`src/rtl/lsq_param_buffer.sv`:
```
// In-order load/store queue with CDB wakeup, store commit tracking,
// a valid/ready memory request register and a flush that keeps the
// committed-store run at the head. Entries leave only from the head.
module lsq_param_buffer #(
  parameter int DEPTH = 8,
  parameter int XLEN  = 32,
  parameter int ID_W  = 4,
  parameter int OP_W  = 6,
  parameter int NCDB  = 2
) (
  input  logic                    clk,
  input  logic                    rst_n,
  input  logic                    flush,
  input  logic                    stall,
  input  logic                    enq_valid,
  input  logic                    enq_is_store,
  input  logic [OP_W-1:0]         enq_op,
  input  logic [ID_W-1:0]         enq_id,
  input  logic                    enq_q1_pend,
  input  logic [ID_W-1:0]         enq_q1,
  input  logic [XLEN-1:0]         enq_v1,
  input  logic [XLEN-1:0]         enq_imm,
  input  logic                    enq_q2_pend,
  input  logic [ID_W-1:0]         enq_q2,
  input  logic [XLEN-1:0]         enq_v2,
  input  logic [NCDB-1:0]         cdb_valid,
  input  logic [NCDB*ID_W-1:0]    cdb_id,
  input  logic [NCDB*XLEN-1:0]    cdb_data,
  input  logic                    commit_valid,
  input  logic [ID_W-1:0]         commit_id,
  output logic                    mem_req_valid,
  input  logic                    mem_req_ready,
  output logic                    mem_req_is_store,
  output logic [OP_W-1:0]         mem_req_op,
  output logic [XLEN-1:0]         mem_req_addr,
  output logic [XLEN-1:0]         mem_req_wdata,
  output logic [ID_W-1:0]         mem_req_id,
  output logic                    full,
  output logic                    empty,
  output logic [$clog2(DEPTH):0]  count
);
  localparam int PTR_W = $clog2(DEPTH);
  localparam int CNT_W = PTR_W + 1;

  typedef struct packed {
    logic            is_store;
    logic            committed;
    logic [OP_W-1:0] op;
    logic [ID_W-1:0] id;
    logic            q1_pend;
    logic [ID_W-1:0] q1;
    logic [XLEN-1:0] v1;
    logic [XLEN-1:0] imm;
    logic            q2_pend;
    logic [ID_W-1:0] q2;
    logic [XLEN-1:0] v2;
  } entry_t;

  typedef struct packed {
    logic            is_store;
    logic [OP_W-1:0] op;
    logic [XLEN-1:0] addr;
    logic [XLEN-1:0] wdata;
    logic [ID_W-1:0] id;
  } req_t;

  entry_t           ent [DEPTH];
  entry_t           enq_ent;
  entry_t           hd;
  logic [PTR_W-1:0] head, tail, head_n;
  logic [CNT_W-1:0] cnt, cnt_rem, keep;
  logic             enq_fire, pop, head_elig;
  logic [DEPTH-1:0] live, wk1, wk2, cmt;
  logic [XLEN-1:0]  wd1 [DEPTH];
  logic [XLEN-1:0]  wd2 [DEPTH];
  req_t             req;
  logic             req_valid;

  assign full      = (cnt == CNT_W'(DEPTH));
  assign empty     = (cnt == '0);
  assign count     = cnt;
  assign enq_fire  = enq_valid && !stall && !flush && !full;
  assign pop       = req_valid && mem_req_ready;
  assign hd        = ent[head];
  assign head_elig = hd.is_store ? (hd.committed && !hd.q1_pend && !hd.q2_pend)
                                 : !hd.q1_pend;

  assign mem_req_valid    = req_valid;
  assign mem_req_is_store = req.is_store;
  assign mem_req_op       = req.op;
  assign mem_req_addr     = req.addr;
  assign mem_req_wdata    = req.wdata;
  assign mem_req_id       = req.id;

  // New entry, snooping the CDB in the same cycle; lowest port wins.
  always_comb begin
    enq_ent           = '0;
    enq_ent.is_store  = enq_is_store;
    enq_ent.op        = enq_op;
    enq_ent.id        = enq_id;
    enq_ent.q1_pend   = enq_q1_pend;
    enq_ent.q1        = enq_q1;
    enq_ent.v1        = enq_v1;
    enq_ent.imm       = enq_imm;
    enq_ent.q2_pend   = enq_is_store && enq_q2_pend;
    enq_ent.q2        = enq_is_store ? enq_q2 : '0;
    enq_ent.v2        = enq_is_store ? enq_v2 : '0;
    for (int k = NCDB-1; k >= 0; k--) begin
      if (cdb_valid[k] && enq_q1_pend && cdb_id[k*ID_W +: ID_W] == enq_q1) begin
        enq_ent.q1_pend = 1'b0;
        enq_ent.v1      = cdb_data[k*XLEN +: XLEN];
      end
      if (cdb_valid[k] && enq_is_store && enq_q2_pend &&
          cdb_id[k*ID_W +: ID_W] == enq_q2) begin
        enq_ent.q2_pend = 1'b0;
        enq_ent.v2      = cdb_data[k*XLEN +: XLEN];
      end
    end
  end

  // Per-slot liveness, CDB wakeup matches (lowest port wins) and commit match.
  always_comb begin
    logic [PTR_W-1:0] off;
    off = '0;
    for (int i = 0; i < DEPTH; i++) begin
      off     = PTR_W'(i) - head;
      live[i] = ({1'b0, off} < cnt);
      wk1[i]  = 1'b0;
      wk2[i]  = 1'b0;
      wd1[i]  = '0;
      wd2[i]  = '0;
      for (int k = NCDB-1; k >= 0; k--) begin
        if (cdb_valid[k] && live[i] && ent[i].q1_pend &&
            cdb_id[k*ID_W +: ID_W] == ent[i].q1) begin
          wk1[i] = 1'b1;
          wd1[i] = cdb_data[k*XLEN +: XLEN];
        end
        if (cdb_valid[k] && live[i] && ent[i].q2_pend &&
            cdb_id[k*ID_W +: ID_W] == ent[i].q2) begin
          wk2[i] = 1'b1;
          wd2[i] = cdb_data[k*XLEN +: XLEN];
        end
      end
      cmt[i] = commit_valid && live[i] && ent[i].is_store && (ent[i].id == commit_id);
    end
  end

  // Flush survivors: committed run starting at the head left after any pop.
  always_comb begin
    logic             run;
    logic [PTR_W-1:0] idx;
    head_n  = head + PTR_W'(pop);
    cnt_rem = cnt - CNT_W'(pop);
    keep    = '0;
    run     = 1'b1;
    idx     = '0;
    for (int k = 0; k < DEPTH; k++) begin
      idx = head_n + PTR_W'(k);
      if (run && (CNT_W'(k) < cnt_rem) && ent[idx].committed) keep = keep + CNT_W'(1);
      else run = 1'b0;
    end
  end

  // Entry storage: enqueue writes the tail slot, live slots take wakeups/commits.
  always_ff @(posedge clk or negedge rst_n) begin
    if (!rst_n) begin
      for (int i = 0; i < DEPTH; i++) ent[i] <= '0;
    end else begin
      for (int i = 0; i < DEPTH; i++) begin
        if (enq_fire && tail == PTR_W'(i)) begin
          ent[i] <= enq_ent;
        end else begin
          if (wk1[i]) begin
            ent[i].q1_pend <= 1'b0;
            ent[i].v1      <= wd1[i];
          end
          if (wk2[i]) begin
            ent[i].q2_pend <= 1'b0;
            ent[i].v2      <= wd2[i];
          end
          if (cmt[i]) ent[i].committed <= 1'b1;
        end
      end
    end
  end

  // Pointers and occupancy; a flush truncates after the pop is applied.
  always_ff @(posedge clk or negedge rst_n) begin
    if (!rst_n) begin
      head <= '0;
      tail <= '0;
      cnt  <= '0;
    end else if (flush) begin
      head <= head_n;
      tail <= head_n + PTR_W'(keep);
      cnt  <= keep;
    end else begin
      head <= head_n;
      tail <= tail + PTR_W'(enq_fire);
      cnt  <= cnt + CNT_W'(enq_fire) - CNT_W'(pop);
    end
  end

  // Request register: load from an eligible head when idle, hold until handshake.
  always_ff @(posedge clk or negedge rst_n) begin
    if (!rst_n) begin
      req_valid <= 1'b0;
      req       <= '0;
    end else if (pop) begin
      req_valid <= 1'b0;
    end else if (flush) begin
      // Only committed stores ever issue, so a store request survives.
      if (!req.is_store) req_valid <= 1'b0;
    end else if (!req_valid && cnt != '0 && head_elig) begin
      req_valid    <= 1'b1;
      req.is_store <= hd.is_store;
      req.op       <= hd.op;
      req.addr     <= hd.v1 + hd.imm;
      req.wdata    <= hd.is_store ? hd.v2 : '0;
      req.id       <= hd.id;
    end
  end

endmodule

```
`config.mk`:
```
export PLATFORM = sky130hd
export DESIGN_NAME = lsq_param_buffer
export DESIGN_NICKNAME = d
export VERILOG_FILES = /design/src/rtl/lsq_param_buffer.sv
export SDC_FILE = /design/constraint.sdc
export NUM_CORES = 2
export LEC_CHECK = 0
export ABC_AREA = 1
export ABC_CLOCK_PERIOD_IN_PS = 9100
export CORE_AREA = 4 4 352 354
export DETAILED_ROUTE_END_ITERATION = 10
export DIE_AREA = 0 0 356 358
export GPL_TIMING_DRIVEN = 1
export PLACE_DENSITY = 0.65
export SYNTH_ARGS = -nofsm -noshare
export SYNTH_HDL_FRONTEND = slang
export SYNTH_SLANG_ARGS = --single-unit
```
`constraint.sdc`:
```
create_clock -name clk -period 9.1 [get_ports clk]
set_input_delay 0.91 -clock clk [delete_from_list [all_inputs] [get_ports clk]]
set_output_delay 0.91 -clock clk [all_outputs]
set_load 0.01 [all_outputs]
```
==> flow_summary_export.csv <==
group,metric,value,unit
pwr,power_density,356,nW/um^2
worst_setup_path,critPathCaptureType,"flop",
sta,fin_worst_skew,0.0524,ns
pwr,p_int,0.0132,W
pwr,power_leakage,28.5,nW
floorplan,die_area,127000,sq um
clocking,post_cts_buffers,0,
clocking,cts_resized,0,
clocking,clockBufferDepth,3,
worst_setup_path,path_class,"input pin to flop",
finish,drive_above_1_share,0.0536,
worst_setup_path,critPathArrivalTime,7.67,ns
synth,syn_area_per_cell,7.68,sq um
placed_design,gp_congestion,0.961,
worst_setup_path,critPathSlowestCell,"ha_1",
synth,synthXorXnorAreaFrac,0.0147,
routing,drtIter0Drc,9034,
synth,synthArstFlopShare,1.00,
synth,yosysWarnings,0,
placed_design,post-dp-hpwl,161,mm
global_route,globalRouteTotalUtil,0.407,
finish,area_growth_syn_to_layout,12.0,%
synth,synthMuxAreaShare,0,
routing,vias,62300,
finish,final_common_cell,"nand2_1",
worst_setup_path,crit_required,9.75,ns
sta,relSlewSlack,0.0984,
worst_setup_path,regToRegEndpoint,"tail[2]",
sta,slew_viol_final,0,
sta,tightest_slew,1.35,ns
sta,period_share,0.772,
clocking,clk_pin_slew,0.06,ns
floorplan,io_pins,284,
sta,fmax,142,MHz
pwr,swShare,0.448,
routing,wl,267,mm
sta,finalWorstSetupSlack,2.07,ns
worst_setup_path,crit_path_start,"mem_req_ready",
routing,postRouteAntennaNets,0,
sta,hold_violations,0,
worst_setup_path,r2r_slack,2.18,ns
synth,synth_seq_cells,1030,
synth,syn_inst,7813,
clocking,cts_hold_buf,0,
synth,seq_area_frac_synth,0.429,
synth,synth_nets,8086,
global_route,antenna_found_initial,31,
pwr,peakVddDrop,273,uV
synth,synth_fa_ha_area_frac,0.0152,
floorplan,row_count,128,
clocking,insertion_delay,0.75,ns
pwr,seqPwrFrac,0.322,
sta,rsz0062_at_grt,"no",
synth,yosysUniqueCellTypes,61,
worst_setup_path,cp_common_cell,"nand2_1",
clocking,cts_buffers,115,
synth,synth_ff_type,"dfrtp_1",
outcome,status,"finished clean",
synth,netlist_area,60000,sq um
worst_setup_path,worst-path-buf-inv,8,
sta,setup_tns,0,ns
floorplan,die_y,358,microns
finish,nets,7910,
routing,drc_errors,0,
sta,fin_crit,7.03,ns
finish,mostFrequentLayoutCells,"nand2_1 (1484), o21ai_0 (1263), dfrtp_1 (1029), inv_1 (562), o211ai_1 (494)",
synth,synth_edf_count,0,
worst_setup_path,rr_startpoint,"head[0]",
routing,wl_per_cell,28.5,microns
synth,synth_top_family_by_area,"compound AO/OA/AOI/OAI gates",
placed_design,preCtsSetupSlack,1.34,ns
pwr,p_clk_frac,0.201,
synth,synthSimpleGateAreaFrac,0.179,
global_route,gr-total-overflow,0,
worst_setup_path,cpLargestDelayFamily,"adder cells",
clocking,clock_sinks,1030,
floorplan,die_w,356,microns
synth,synth_compound_area_frac,0.278,
routing,viasPerCell,6.64,
pwr,switchingPower,0.0107,W
clocking,htreeDepth,3,
clocking,tritoncts,"built",
pwr,power_frac_comb,0.477,
placed_design,port_buffers,283,
routing,first_pass_iters,8,
worst_setup_path,cpPeakStageDelay,0.52,ns
worst_setup_path,cp-start-kind,"input pin",
global_route,grt_max_degree,161,
hold_path,min_path_type,"input pin to asynchronous set/reset pin",
floorplan,start_util,0.496,
clocking,cts-root-buf,"clkbuf_16",
global_route,grt_pass1_wl,389,mm
flow_run,max-cap-violations,0,
floorplan,core-area,121000,sq um
sta,setup_violations,0,
worst_setup_path,path_max_fanout,11,
global_route,grt_pass1_vias,58200,
worst_setup_path,ff2ff_path_depth,39,
[registers in the layout (all words and copies together) (netlist names)]
name,cells
mem_req_valid,1
count,4
ent,944
mem_req_addr,32
mem_req_wdata,32
mem_req_op,6
head,3
mem_req_is_store,1
tail,3
mem_req_id,4
[worst register-to-register path: cells and delay by family (launching register included)]
kind / cells / cell delay [ns]
AO/OA/AOI/OAI: 3 / 0.26
adder cells (fa/ha/maj): 10 / 3.15
flip-flops: 1 / 0.62
XOR/XNOR: 1 / 0.23
buffers and inverters: 6 / 0.50
AND/OR/NAND/NOR: 19 / 2.09
[synthesized netlist by cell type, types with 4 or more instances]
cell type	count	area share
nand2_1	1495	0.093
o21ai_0	1263	0.11
dfrtp_1	1030	0.43
inv_1	575	0.036
clkbuf_1	540	0.034
o211ai_1	494	0.062
nor2_1	456	0.029
nand3_1	421	0.035
a21oi_1	306	0.026
o221ai_1	188	0.027
nor3_1	145	0.012
buf_2	92	0.0077
o21a_1	85	0.011
o2111ai_1	73	0.011
a31oi_1	72	0.0075
buf_1	68	0.0043
ha_1	68	0.014
xor2_1	55	0.0080
o21ai_1	47	0.0039
xnor2_1	46	0.0067
o22ai_1	42	0.0044
o31ai_1	39	0.0049
o2111a_1	34	0.0064
nand4_1	26	0.0027
a211oi_1	17	0.0021
clkinv_1	17	0.0011
a32oi_1	15	0.0022
inv_2	11	0.00069
or2_2	10	0.0010
a2111oi_0	9	0.0013
a221oi_1	8	0.0012
nor2_2	6	0.00063
o21bai_1	6	0.00075
nand2_2	4	0.00042
nor4_1	4	0.00042
nor4_4	4	0.0014
[cell type report]
cell class              count  area (sq um)
fillers                 11500         53800
multi-input cells        5471         29300
flip-flops and latches   1030         25800
repair buffers            414          3890
clock buffers             168          3400
inverters                 605          2330
well taps                1625          2030
clock inverters            40           405
diodes                     18          45.0
[power groups by stage]
stage          clock network [W]  registers, W  logic [W]
3_5_place_dp                   0       0.00775     0.0111
3_3_place_gp                   0       0.00769     0.0109
2_1_floorplan                  0       0.00746    0.00727
6_report                 0.00481       0.00771     0.0114
4_1_cts                  0.00482       0.00768     0.0111
5_1_grt                  0.00500       0.00793     0.0124
[worst max path at each step]
stage	slack, ns	depth (start not counted)	endpoint
2_1_floorplan	2.49	41	tail[2]
3_5_place_dp	1.34	42	tail[2]
6_report	2.07	42	tail[2]
5_1_grt	1.37	42	tail[2]
3_3_place_gp	1.34	42	tail[2]
4_1_cts	2.07	42	tail[2]
[logic make-up after synthesis]
| family | count (synthesis) |
|---|---|
| buf+inv | 1312 |
| fa+ha+maj | 71 |
| flops | 1030 |
| simple gates | 2589 |
| compound gates | 2710 |
| xor+xnor | 101 |
[per-layer routing]
| metal | track usage | vias to the layer above | wire (microns) |
|---|---|---|---|
| met5 | 0 | - | 151 |
| met4 | 0.242 | 24 | 19300 |
| met3 | 0.139 | 1142 | 38100 |
| met2 | 0.590 | 4573 | 109000 |
| met1 | 0.528 | 29700 | 99600 |
| li1 | - | 26800 | - |
[through the flow]
| step | util | hold WS, ns | total power, W | cell area (sq um) | std cells |
|---|---|---|---|---|---|
| 3_5_place_dp | 0.523 | 0.467 | 0.0188 | 63400 | 9145 |
| 3_3_place_gp | 0.523 | 0.461 | 0.0186 | 63400 | 9145 |
| 5_1_grt | 0.555 | 0.215 | 0.0253 | 67200 | 9355 |
| 6_report | 0.555 | 0.174 | 0.0239 | 67200 | 9371 |
| 4_1_cts | 0.555 | 0.185 | 0.0236 | 67200 | 9353 |
| 2_1_floorplan | - | 0.448 | 0.0147 | 60000 | 7813 |
Note: power is estimated with default switching activity, not from simulation.
